<file path="src/rtl/uart_tx_stream.sv">
// UART transmitter fed by a valid/ready stream; frames are sent back-to-back
// with no idle gap when the next word is offered in the final stop cycle.
module uart_tx_stream #(
    parameter int DATA_W       = 8,
    parameter int CLKS_PER_BIT = 868,
    parameter int PARITY       = 0,
    parameter int STOP_BITS    = 1
) (
    input  logic              clk,
    input  logic              rst,
    input  logic [DATA_W-1:0] s_data,
    input  logic              s_valid,
    output logic              s_ready,
    output logic              txd,
    output logic              busy
);

    localparam int CW = $clog2(CLKS_PER_BIT);
    localparam int IW = $clog2(DATA_W + 1);

    if (DATA_W < 1 || DATA_W > 16 || CLKS_PER_BIT < 2 || PARITY < 0 || PARITY > 2 ||
        (STOP_BITS != 1 && STOP_BITS != 2)) begin : g_param_check
        $error("uart_tx_stream: illegal parameter value");
    end

    typedef enum logic [2:0] {
        S_IDLE,
        S_START,
        S_DATA,
        S_PARITY,
        S_STOP
    } state_t;

    state_t            state, state_n;
    logic [CW-1:0]     cnt, cnt_n;
    logic [IW-1:0]     idx, idx_n;
    logic [DATA_W-1:0] shift, shift_n;
    logic              par, par_n;
    logic              txd_n;
    logic              bit_end;
    logic              last_stop;
    logic              accept;

    assign bit_end   = (cnt == CW'(CLKS_PER_BIT - 1));
    assign last_stop = (state == S_STOP) && bit_end && (idx == IW'(STOP_BITS - 1));
    // Ready is forced low while reset is held, since the state already reads IDLE then.
    assign s_ready   = !rst && ((state == S_IDLE) || last_stop);
    assign accept    = s_valid && s_ready;
    assign busy      = (state != S_IDLE);

    always_ff @(posedge clk or posedge rst) begin
        if (rst) begin
            state <= S_IDLE;
            cnt   <= '0;
            idx   <= '0;
            shift <= '0;
            par   <= 1'b0;
            txd   <= 1'b1;
        end else begin
            state <= state_n;
            cnt   <= cnt_n;
            idx   <= idx_n;
            shift <= shift_n;
            par   <= par_n;
            txd   <= txd_n;
        end
    end

    always_comb begin
        state_n = state;
        cnt_n   = cnt;
        idx_n   = idx;
        shift_n = shift;
        par_n   = par;
        txd_n   = txd;
        case (state)
            S_IDLE: begin
                txd_n = 1'b1;
                if (accept) begin
                    state_n = S_START;
                    cnt_n   = '0;
                    idx_n   = '0;
                    shift_n = s_data;
                    par_n   = (^s_data) ^ (PARITY == 1);
                    txd_n   = 1'b0;
                end
            end
            S_START: begin
                if (bit_end) begin
                    cnt_n   = '0;
                    state_n = S_DATA;
                    txd_n   = shift[0];
                end else begin
                    cnt_n = cnt + 1'b1;
                end
            end
            S_DATA: begin
                if (bit_end) begin
                    cnt_n = '0;
                    if (idx == IW'(DATA_W - 1)) begin
                        idx_n = '0;
                        if (PARITY != 0) begin
                            state_n = S_PARITY;
                            txd_n   = par;
                        end else begin
                            state_n = S_STOP;
                            txd_n   = 1'b1;
                        end
                    end else begin
                        idx_n   = idx + 1'b1;
                        shift_n = shift >> 1;
                        txd_n   = shift_n[0];
                    end
                end else begin
                    cnt_n = cnt + 1'b1;
                end
            end
            S_PARITY: begin
                if (bit_end) begin
                    cnt_n   = '0;
                    idx_n   = '0;
                    state_n = S_STOP;
                    txd_n   = 1'b1;
                end else begin
                    cnt_n = cnt + 1'b1;
                end
            end
            S_STOP: begin
                txd_n = 1'b1;
                if (bit_end) begin
                    cnt_n = '0;
                    if (idx == IW'(STOP_BITS - 1)) begin
                        // Accepting here chains straight into the next start bit.
                        idx_n = '0;
                        if (accept) begin
                            state_n = S_START;
                            shift_n = s_data;
                            par_n   = (^s_data) ^ (PARITY == 1);
                            txd_n   = 1'b0;
                        end else begin
                            state_n = S_IDLE;
                        end
                    end else begin
                        idx_n = idx + 1'b1;
                    end
                end else begin
                    cnt_n = cnt + 1'b1;
                end
            end
            default: begin
                state_n = S_IDLE;
                txd_n   = 1'b1;
            end
        endcase
    end

endmodule

</file>
<file path="config.mk">
export PLATFORM = sky130hd
export DESIGN_NAME = uart_tx_stream
export DESIGN_NICKNAME = d
export VERILOG_FILES = /design/src/rtl/uart_tx_stream.sv
export SDC_FILE = /design/constraint.sdc
export NUM_CORES = 1
export LEC_CHECK = 0
export CAP_MARGIN = 20
export CORE_MARGIN = 2
export CORE_UTILIZATION = 55
export DETAILED_ROUTE_END_ITERATION = 8
export PLACE_DENSITY = 0.77
export SETUP_SLACK_MARGIN = 0.3
export SKIP_CTS_REPAIR_TIMING = 1
export SYNTH_ARGS = -nofsm -noshare
export SYNTH_HDL_FRONTEND = slang
export SYNTH_SLANG_ARGS = --single-unit
</file>
<file path="constraint.sdc">
create_clock -name clk -period 2.4 [get_ports clk]
set_clock_uncertainty 0.15 [all_clocks]
set_input_delay 0.36 -clock clk [delete_from_list [all_inputs] [get_ports clk]]
set_output_delay 0.36 -clock clk [all_outputs]
set_load 0.01 [all_outputs]
</file>
==> impl_metrics.ini <==
[status]
run_status = finished, final reports clean

[final_layout]
final_layout_size_suffix_gt1_share_pct = 34.8
nets = 199
layout.area.seq_um2 = 653
synthToLayoutAreaGrowth_pct = 27.2
top_library_cells_by_usage_in_the_layout_fill_and_taps_aside = 24 x sky130_fd_sc_hd__dfrtp_1, 21 x sky130_fd_sc_hd__buf_4, 20 x sky130_fd_sc_hd__o21ai_0
fillers = 185
most_common_cell_after_layout_fill_and_taps_aside = sky130_fd_sc_hd__dfrtp_1
multiInputGateArea_um2 = 935
finish.instance_area_um2 = 1990
antenna_cells_inserted = 0

[cts]
ctsRootBufferMaster = sky130_fd_sc_hd__clkbuf_4
cts_max_path_buffers = 2
cts_sinks = 26
cts-buffers-inserted = 3
clk_pin_slew_worst_paths_ns = 0.16
ctsHtreeMaxLevel = 1
cts_tree = done
clkLatencyLatePin_ns = 0.34

[yosys]
number_of_synthesized_flops_with_an_enable_pin = 0
synth_top_cells_by_area = sky130_fd_sc_hd__dfrtp_1 40%, sky130_fd_sc_hd__mux2_4 6.7%, sky130_fd_sc_hd__o21ai_0 6.7%, sky130_fd_sc_hd__mux2_2 5.0%, sky130_fd_sc_hd__nand2_1 3.1%
yosysTopAreaCell = sky130_fd_sc_hd__dfrtp_1
async_flop_share_pct = 100
synthDominantCellAreaShare_pct = 40.0
synth.cell_area_um2 = 1570
mean_post_synth_cell_area_um2 = 10.4
post_synthesis_register_bit_count = 26
synth_fp_nets = 164
synth_flop_cell = sky130_fd_sc_hd__dfrtp_1
netlist-cell-type-count = 43
synth_sequential_area_ratio_pct = 41.6
post_synth_inst_count = 150
synth_warnings = 0

[sta]
final_max_slew_viol_count = 0
worst_slack_ns = 0.189
final_hold_viol_count = 0
rsz_0062_raised_after_global_routing = yes
setup-violations-final = 0
finalCritPeriodShare_pct = 92.1
final.setup.tns_ns = 0
layout_min_cycle_time_ns = 2.21
worstMarginPinSlew_ns = 0.666
maxClockFrequency_mhz = 452
worst_hold_slack_ns = 0.316
timing.max_slew.rel_slack_pct = 55.3

[min_path]
worst_hold_path_type = in -> async

[global_route]
groute.usage.overall_pct = 21.8
pin_count_of_the_biggest_net_entering_global_routing = 27
grt_pass1_wl_um = 5690
grt_antenna_before_repair = 0
overflow = 0
first_global_vias = 1347

[power]
pwr_density_cell_nw_per_um2 = 521
peakVddDrop_mv = 0.527
power_leakage_nw = 0.900

[floorplanning]
dieWidth_um = 57.3
floorplan.io_pins = 14
rows = 19
die-area_um2 = 3290
initial_core_util_pct = 57.3
coreArea_um2 = 2730
floorplan.die.height_um = 57.3

[detailed_routing]
drt_pre_antenna_iters = 4
vias = 1315
drcViolationCount = 0
vias_per_cell = 6.12
wl_per_cell_um = 16.8
routed_wirelength_um = 3610
drt_first_iter_violations = 83
postRouteAntennaNets = 0

[placement]
place.gp.congestion = 0.794
hpwl_um = 2390
port_buf_inserts = 13
post_dp_cell_area_um2 = 1790
preCtsSetupSlack_ns = -0.0320

[critical_path]
arrival_time_at_the_worst_endpoint_ns = 2.34
critPathMaxFanout = 3
endpoint_kind = flop
worst_setup_path_start_kind = flop
timing_worst_setup_path_type = reg -> reg
critPathRequiredTime_ns = 2.53

[run]
cap_violations = 0
[worst max-delay path, cell delays in order, from the launching register on]
cell and delay, ns:
sky130_fd_sc_hd__dfrtp_1 0.41, sky130_fd_sc_hd__inv_1 0.07, sky130_fd_sc_hd__ha_1 0.18, sky130_fd_sc_hd__nor3b_4 0.16, sky130_fd_sc_hd__or3b_4 0.41, sky130_fd_sc_hd__a21o_1 0.21, sky130_fd_sc_hd__or4_1 0.47, sky130_fd_sc_hd__nand3_1 0.08
[registers in the layout (all words and copies together), names as in the netlist]
signal and cells:
state 3, shift 8, idx 4, cnt 10, txd 1
[metrics by stage]
stage                     cells  power [mW]  util, %
after floorplan             150       0.635        -
after global placement      201       0.704     65.6
after detailed placement    201       0.719     65.6
after CTS                   205        1.02     67.5
after global routing        215        1.09     72.8
final                       215        1.04     72.8
[path summary, 6_finish.rpt]
kind / endpoint / slack [ns] / cells after the start / start
worst min-delay path: shift[6]$_DFFE_PP0P_ / 0.32 / 3 / rst
min in group clk: cnt[7]$_DFFE_PP0P_ / 0.37 / 1 / cnt[7]$_DFFE_PP0P_
worst max register to register: idx[3]$_DFFE_PP0P_ / 0.19 / 7 / idx[1]$_DFFE_PP0P_
worst min register to register: cnt[7]$_DFFE_PP0P_ / 0.37 / 1 / cnt[7]$_DFFE_PP0P_
worst max-delay path: idx[3]$_DFFE_PP0P_ / 0.19 / 7 / idx[1]$_DFFE_PP0P_
max in group asynchronous: txd$_DFFE_PP1P_ / 1.49 / 3 / rst
[final cells by class]
type	instances	area share, %
multi-input combinational	113	47.0
clock buffer	3	1.13
timing repair buffer	34	14.3
clock inverter	1	1.51
inverter	7	1.32
tap	31	1.95
sequential	26	32.8
[cell families after synthesis]
| kind of cell | Yosys count | synth area share [%] |
|---|---|---|
| AOI/OAI and AO/OA | 45 | 18.9 |
| DFF | 26 | 41.6 |
| adders and majority gates | 3 | 2.40 |
| and+or+nand+nor | 50 | 21.5 |
| muxes | 15 | 12.4 |
| buffers and inverters | 11 | 3.20 |
[cell usage after synthesis (all sizes together) (2+ instances only)]
cell type	count
or3b	2
dfrtp	25
o31ai	2
o21ai	21
nand4	3
nor2	6
nor4b	2
inv	7
nand2	13
ha	3
nand4bb	2
a21o	6
clkbuf	2
a21oi	6
mux2	14
nor2b	4
nor3	5
buf	2
a31oi	3
nand3	6
[report_power, final]
group | internal (mW) | switching (mW)
Clock | 0.169 | 0.141
Sequential | 0.482 | 0.0334
Combinational | 0.117 | 0.0938
Total | 0.768 | 0.268
[per-layer routing]
layer / wire [um] / vias up / track usage [%]
li1: - / 628 / -
met1: 1580 / 657 / 27.7
met2: 1870 / 20 / 37.0
met3: 85 / 10 / 2.95
met4: 80 / 0 / 9.63
met5: 0 / - / 0
Note: power is estimated with default switching activity, not from simulation.
